File: config.mk
export PLATFORM = sky130hd
export DESIGN_NAME = multicycle_control_unit
export DESIGN_NICKNAME = d
export VERILOG_FILES = /design/src/rtl/multicycle_control_unit.sv
export SDC_FILE = /design/constraint.sdc
export NUM_CORES = 1
export LEC_CHECK = 0
export CELL_PAD_IN_SITES_DETAIL_PLACEMENT = 0
export CELL_PAD_IN_SITES_GLOBAL_PLACEMENT = 1
export CORE_ASPECT_RATIO = 1.5
export CORE_MARGIN = 3
export CORE_UTILIZATION = 43
export DETAILED_ROUTE_END_ITERATION = 12
export DONT_BUFFER_PORTS = 1
export PLACE_DENSITY = 0.87
export SYNTH_ARGS = -nofsm -noshare
export SYNTH_HDL_FRONTEND = slang
export SYNTH_SLANG_ARGS = --single-unit
File: constraint.sdc
create_clock -name clk -period 2.5 [get_ports clk]
set_input_delay 0.25 -clock clk [delete_from_list [all_inputs] [get_ports clk]]
set_output_delay 0.25 -clock clk [all_outputs]
set_load 0.01 [all_outputs]
File: src/rtl/multicycle_control_unit.sv
// Multicycle control unit: sequences each instruction through fetch, decode,
// execute, memory and writeback states, owns the NZCV flags register and gates
// every architectural write with the instruction's condition field.
module multicycle_control_unit #(
    parameter int ALU_CTRL_W    = 4,
    parameter bit HAS_MEM_READY = 1'b1
) (
    input  logic                  clk,
    input  logic                  rst,
    input  logic [3:0]            cond,
    input  logic [1:0]            op,
    input  logic [5:0]            funct,
    input  logic [3:0]            rd,
    input  logic [3:0]            alu_flags,
    input  logic                  mem_ready,
    output logic                  pc_write,
    output logic                  ir_write,
    output logic                  reg_write,
    output logic                  mem_write,
    output logic                  adr_src,
    output logic                  alu_src_a,
    output logic [1:0]            alu_src_b,
    output logic [1:0]            result_src,
    output logic [1:0]            imm_src,
    output logic [1:0]            reg_src,
    output logic [ALU_CTRL_W-1:0] alu_ctrl
);

    typedef enum logic [3:0] {
        S_FETCH    = 4'd0,
        S_DECODE   = 4'd1,
        S_MEMADR   = 4'd2,
        S_MEMREAD  = 4'd3,
        S_MEMWB    = 4'd4,
        S_MEMWRITE = 4'd5,
        S_EXECR    = 4'd6,
        S_EXECI    = 4'd7,
        S_ALUWB    = 4'd8,
        S_BRANCH   = 4'd9
    } state_t;

    localparam logic [2:0] ALU_ADD = 3'd0;
    localparam logic [2:0] ALU_SUB = 3'd1;
    localparam logic [2:0] ALU_AND = 3'd2;
    localparam logic [2:0] ALU_ORR = 3'd3;
    localparam logic [2:0] ALU_EOR = 3'd4;
    localparam logic [2:0] ALU_MOV = 3'd5;

    state_t     state_q, state_d;
    logic [3:0] flags_q, flags_d;
    // Condition result captured during execute so that writeback is judged on
    // the flags that existed before this instruction touched them.
    logic       cond_ex_q, cond_ex_d;

    logic       mem_rdy_s;
    logic       cond_ex_s;
    logic       cond_use_s;
    logic       rd_is_pc_s;
    logic [2:0] dp_code_s;
    logic       is_arith_s;
    logic       is_cmp_s;
    logic       cmd_known_s;
    logic [2:0] alu_code_s;
    logic       pc_write_s;
    logic       ir_write_s;
    logic       reg_write_s;
    logic       mem_write_s;

    // ARM condition table over stored {N,Z,C,V}; 1111 never executes.
    function automatic logic cond_eval(input logic [3:0] c, input logic [3:0] f);
        logic n_v, z_v, c_v, v_v, r_v;
        {n_v, z_v, c_v, v_v} = f;
        case (c)
            4'b0000: r_v = z_v;
            4'b0001: r_v = ~z_v;
            4'b0010: r_v = c_v;
            4'b0011: r_v = ~c_v;
            4'b0100: r_v = n_v;
            4'b0101: r_v = ~n_v;
            4'b0110: r_v = v_v;
            4'b0111: r_v = ~v_v;
            4'b1000: r_v = c_v & ~z_v;
            4'b1001: r_v = ~c_v | z_v;
            4'b1010: r_v = (n_v == v_v);
            4'b1011: r_v = (n_v != v_v);
            4'b1100: r_v = ~z_v & (n_v == v_v);
            4'b1101: r_v = z_v | (n_v != v_v);
            4'b1110: r_v = 1'b1;
            default: r_v = 1'b0;
        endcase
        return r_v;
    endfunction

    assign mem_rdy_s  = HAS_MEM_READY ? mem_ready : 1'b1;
    assign cond_ex_s  = cond_eval(cond, flags_q);
    assign cond_use_s = (state_q == S_ALUWB) ? cond_ex_q : cond_ex_s;
    assign rd_is_pc_s = (rd == 4'hF);

    // Data-processing command decode; unknown commands act as MOV without writeback.
    always_comb begin
        dp_code_s   = ALU_MOV;
        is_arith_s  = 1'b0;
        is_cmp_s    = 1'b0;
        cmd_known_s = 1'b1;
        case (funct[4:1])
            4'b0100: begin dp_code_s = ALU_ADD; is_arith_s = 1'b1; end
            4'b0010: begin dp_code_s = ALU_SUB; is_arith_s = 1'b1; end
            4'b1010: begin dp_code_s = ALU_SUB; is_arith_s = 1'b1; is_cmp_s = 1'b1; end
            4'b0000: dp_code_s = ALU_AND;
            4'b1100: dp_code_s = ALU_ORR;
            4'b0001: dp_code_s = ALU_EOR;
            4'b1101: dp_code_s = ALU_MOV;
            default: begin dp_code_s = ALU_MOV; cmd_known_s = 1'b0; end
        endcase
    end

    // Next-state logic; memory-facing states hold until the access completes.
    always_comb begin
        state_d = state_q;
        case (state_q)
            S_FETCH: begin
                if (mem_rdy_s) state_d = S_DECODE;
                else           state_d = S_FETCH;
            end
            S_DECODE: begin
                case (op)
                    2'b01:   state_d = S_MEMADR;
                    2'b00:   state_d = funct[5] ? S_EXECI : S_EXECR;
                    2'b10:   state_d = S_BRANCH;
                    default: state_d = S_FETCH;
                endcase
            end
            S_MEMADR: begin
                if (funct[0]) state_d = S_MEMREAD;
                else          state_d = S_MEMWRITE;
            end
            S_MEMREAD: begin
                if (mem_rdy_s) state_d = S_MEMWB;
                else           state_d = S_MEMREAD;
            end
            S_MEMWRITE: begin
                if (mem_rdy_s) state_d = S_FETCH;
                else           state_d = S_MEMWRITE;
            end
            S_EXECR, S_EXECI: state_d = S_ALUWB;
            S_MEMWB, S_ALUWB, S_BRANCH: state_d = S_FETCH;
            default: state_d = S_FETCH;
        endcase
    end

    // Flags and captured condition: both change only at the end of execute.
    always_comb begin
        flags_d   = flags_q;
        cond_ex_d = cond_ex_q;
        if ((state_q == S_EXECR) || (state_q == S_EXECI)) begin
            cond_ex_d = cond_ex_s;
            if (cond_ex_s && (funct[0] || is_cmp_s)) begin
                flags_d[3:2] = alu_flags[3:2];
                if (is_arith_s) flags_d[1:0] = alu_flags[1:0];
                else            flags_d[1:0] = flags_q[1:0];
            end else begin
                flags_d = flags_q;
            end
        end else begin
            cond_ex_d = cond_ex_q;
        end
    end

    // State, flags and captured condition registers.
    always_ff @(posedge clk or posedge rst) begin
        if (rst) begin
            state_q   <= S_FETCH;
            flags_q   <= 4'b0000;
            cond_ex_q <= 1'b0;
        end else begin
            state_q   <= state_d;
            flags_q   <= flags_d;
            cond_ex_q <= cond_ex_d;
        end
    end

    // Datapath controls and ungated write enables decoded from the current state.
    always_comb begin
        pc_write_s  = 1'b0;
        ir_write_s  = 1'b0;
        reg_write_s = 1'b0;
        mem_write_s = 1'b0;
        adr_src     = 1'b0;
        alu_src_a   = 1'b0;
        alu_src_b   = 2'b00;
        result_src  = 2'b00;
        alu_code_s  = ALU_ADD;
        case (state_q)
            S_FETCH: begin
                alu_src_a  = 1'b1;
                alu_src_b  = 2'b10;
                result_src = 2'b10;
                ir_write_s = mem_rdy_s;
                pc_write_s = mem_rdy_s;
            end
            S_DECODE: begin
                alu_src_a = 1'b1;
                alu_src_b = 2'b10;
            end
            S_MEMADR: begin
                alu_src_b  = 2'b01;
                alu_code_s = funct[3] ? ALU_ADD : ALU_SUB;
            end
            S_MEMREAD: adr_src = 1'b1;
            S_MEMWB: begin
                result_src  = 2'b01;
                reg_write_s = cond_use_s;
                pc_write_s  = cond_use_s & rd_is_pc_s;
            end
            S_MEMWRITE: begin
                adr_src     = 1'b1;
                mem_write_s = cond_use_s;
            end
            S_EXECR: begin
                alu_src_b  = 2'b00;
                alu_code_s = dp_code_s;
            end
            S_EXECI: begin
                alu_src_b  = 2'b01;
                alu_code_s = dp_code_s;
            end
            S_ALUWB: begin
                result_src  = 2'b00;
                reg_write_s = cond_use_s & ~is_cmp_s & cmd_known_s;
                pc_write_s  = cond_use_s & ~is_cmp_s & cmd_known_s & rd_is_pc_s;
            end
            S_BRANCH: begin
                alu_src_b  = 2'b01;
                result_src = 2'b10;
                pc_write_s = cond_use_s;
            end
            default: begin
                alu_code_s = ALU_ADD;
            end
        endcase
    end

    // Reset suppresses every write enable asynchronously.
    assign pc_write  = pc_write_s  & ~rst;
    assign ir_write  = ir_write_s  & ~rst;
    assign reg_write = reg_write_s & ~rst;
    assign mem_write = mem_write_s & ~rst;

    assign alu_ctrl = ALU_CTRL_W'(alu_code_s);
    assign imm_src  = op;
    assign reg_src  = {op == 2'b01, op == 2'b10};

endmodule

==> impl_metrics.csv <==
group,metric,value,unit
worst_setup_path,reg2reg_slack,240,ps
placement,dp_cells,149,
placement,place.gp.congestion,0.835,
cts,cts_setup_buffers,0,
die,initial_core_util,0.472,
worst_setup_path,r2r-end,"flags_q[1]$_DFFE_PP0P_",
sta,hold_violations,0,
final_layout,stdcell_count,154,
routing,vias,946,
worst_setup_path,cp_top_family,"compound AO/OA/AOI/OAI gates",
routing,route.detailed.drc,0,
yosys,synth.distinct_cells,42,
final_layout,nets,156,
cts,clock_tree.root_cell,"clkbuf_4",
yosys,ys.flop_type,"dfrtp_1",
routing,wl,2340,um
cts,cts-buffers-inserted,3,
final_layout,regArea,225,um2
cts,clock_sinks,9,
worst_setup_path,worstSetupPathType,"reg2out",
sta,slew_viol_final,0,
final_layout,antennaDiodeCount,0,
power_and_ir_drop,p_leak,0.414,nW
sta,setup_viol,0,
sta,fin_crit_sh,0.914,
run,max_cap_viol_count,0,
sta,relSlewSlack,0.643,
placement,hpwl,1940,um
worst_setup_path,ff2ff_path_depth,5,
sta,fmax,0.437,GHz
die,die-area,2960,um2
worst_setup_path,crit_slowest_cell,"a221oi_4",
cts,clock_path_buffers,2,
routing,wire_per_inst,15.2,um
final_layout,final_cell_mix,"nor2_1, nand2_1, nor3_1",
routing,drt_iter0_drc,10,
worst_setup_path,crit_cells,6,
die,rows,20,
cts,htree_levels,1,
placement,port_buffers,0,
yosys,netlist_area,1000,um2
power_and_ir_drop,powerDensity,920,nW/um2
die,die_height,65.2,um
worst_setup_path,worstPathRequired,2250,ps
grt,antenna_found_initial,0,
die,core-area,2130,um2
worst_setup_path,cp_cell_sequence,"and3b_1 -> o21ai_0 -> o211ai_1 -> a221oi_4 -> nand2_1 -> a31o_2",
yosys,yosysSeqAreaShare,0.224,
yosys,yosys.area.top_type,"dfrtp_1",
sta,fin_crit,2290,ps
grt,grt_max_degree,13,
worst_setup_path,r2r_start,"flags_q[3]$_DFFE_PP0P_",
power_and_ir_drop,p_total,0.956,mW
worst_setup_path,startpoint,"flags_q[3]$_DFFE_PP0P_",
final_layout,multiInputGateArea,706,um2
grt,globalRouteTotalUtil,0.168,
power_and_ir_drop,ir_drop,0.407,mV
final_layout,drive_above_1_share,0.106,
grt,grt_first_pass_wirelength,3840,um
yosys,synth.avg_cell_area,7.39,um2
worst_setup_path,cp_slowest_stage_delay,460,ps
yosys,synth-seq-cells,9,
cts,cts_tree,"built",
sta,worstMarginPinSlew,528,ps
routing,via_per_inst,6.14,
worst_setup_path,worst-endpoint-arrival,2040,ps
outcome,outcome,"complete, no violations",
worst_setup_path,setup.worst_path.end_class,"output pin",
final_layout,utilization,0.489,
final_layout,final_common_cell,"nor2_1",
worst_setup_path,path_max_fanout,8,
min_path,hold_path_class,"in2reg",
routing,ant_nets,0,
yosys,async_reset_ff_frac,1.00,
yosys,synthesis.nets,159,
yosys,synth_edf_count,0,
final_layout,nFillCells,219,
worst_setup_path,start_kind,"flop",
sta,rsz0062_at_grt,"no",
die,die_w,45.5,um
sta,skew,1.56,ps
grt,grt_pass1_vias,898,
sta,fin_tns_setup,0,ps
yosys,synth_top_area_frac,0.224,
yosys,ys_warn_count,0,
worst_setup_path,path_buf_inv,0,
sta,hold_slack,123,ps
yosys,synthCells,136,
worst_setup_path,cp-endpoint,"pc_write",
final_layout,syn2layout_area_growth,3.49,%
grt,grt-ovfl-total,0,
routing,drtPass1Iterations,4,
cts,clk_pin_slew_worst_paths,60,ps
yosys,synth_area_leaders,"dfrtp_1, nor2_1, nor3_1",
die,pin_count,41,
cts,insertion_delay,260,ps
## report_power, final
group | total (mW) | leakage, nW | switching, mW | internal (mW)
clock network | 0.112 | 0.0150 | 0.0503 | 0.0615
logic | 0.540 | 0.282 | 0.309 | 0.231
registers | 0.305 | 0.117 | 0.0996 | 0.205
## metrics by stage
step           instance area [um2]  setup slack, ps
2_1_floorplan                 1000              520
3_3_place_gp                   986              385
3_5_place_dp                   986              321
4_1_cts                       1020              137
5_1_grt                       1040             61.4
6_report                      1040              214
## synth_stat cells (all sizes together), types with 4 or more instances
| library cell | count |
|---|---|
| nor2b | 4 |
| nand2 | 14 |
| mux2 | 6 |
| clkbuf | 7 |
| nor3b | 4 |
| dfrtp | 9 |
| inv | 6 |
| buf | 5 |
| nor2 | 18 |
| nor3 | 11 |
| nand2b | 5 |
| a21oi | 9 |
## how the worst min path moves through the flow
stage	to	startpoint	cells after the start
3_3_place_gp	state_q[1]$_DFF_PP0_	rst	1
3_5_place_dp	cond_ex_q$_DFFE_PP0N_	rst	1
4_1_cts	flags_q[0]$_DFFE_PP0P_	alu_flags[0]	1
5_1_grt	flags_q[0]$_DFFE_PP0P_	alu_flags[0]	1
2_1_floorplan	cond_ex_q$_DFFE_PP0N_	rst	1
6_report	flags_q[0]$_DFFE_PP0P_	alu_flags[0]	1
## final cells by class
| cell class | instances | area share |
|---|---|---|
| multi-input cells | 109 | 0.679 |
| flip-flops and latches | 9 | 0.217 |
| repair buffers | 4 | 0.0313 |
| well taps | 22 | 0.0265 |
| clock buffers | 4 | 0.0253 |
| inverters | 6 | 0.0217 |
## sequential cells by signal, indices dropped and copies added, names as in the netlist
signal     flops
state_q        4
cond_ex_q      1
flags_q        4
## cells by family (layout without fill, tap and decap cells)
group / count (synthesis) / in the layout / share of synthesized area
AO/OA/AOI/OAI: 25 / 25 / 0.187
XOR/XNOR: 5 / 5 / 0.0436
buffers and inverters: 18 / 14 / 0.0909
flip-flops: 9 / 9 / 0.224
multiplexers: 8 / 8 / 0.0872
other: 1 / 1 / 0.00373
AND/OR/NAND/NOR: 70 / 70 / 0.364
## what timing repair did
item,CTS,global route
endpoints found under the hold margin,9,0
setup endpoints to repair,0,1
resized for setup,0,2
hold buffers,1,0
## per-layer routing
| layer | wire [um] | up-vias | global-route usage |
|---|---|---|---|
| met4 | 18 | 0 | 0.0549 |
| li1 | - | 472 | - |
| met2 | 1360 | 25 | 0.309 |
| met5 | 0 | - | 0 |
| met3 | 124 | 2 | 0.0301 |
| met1 | 836 | 447 | 0.181 |
No activity file was read; power rests on OpenSTA's default activity.
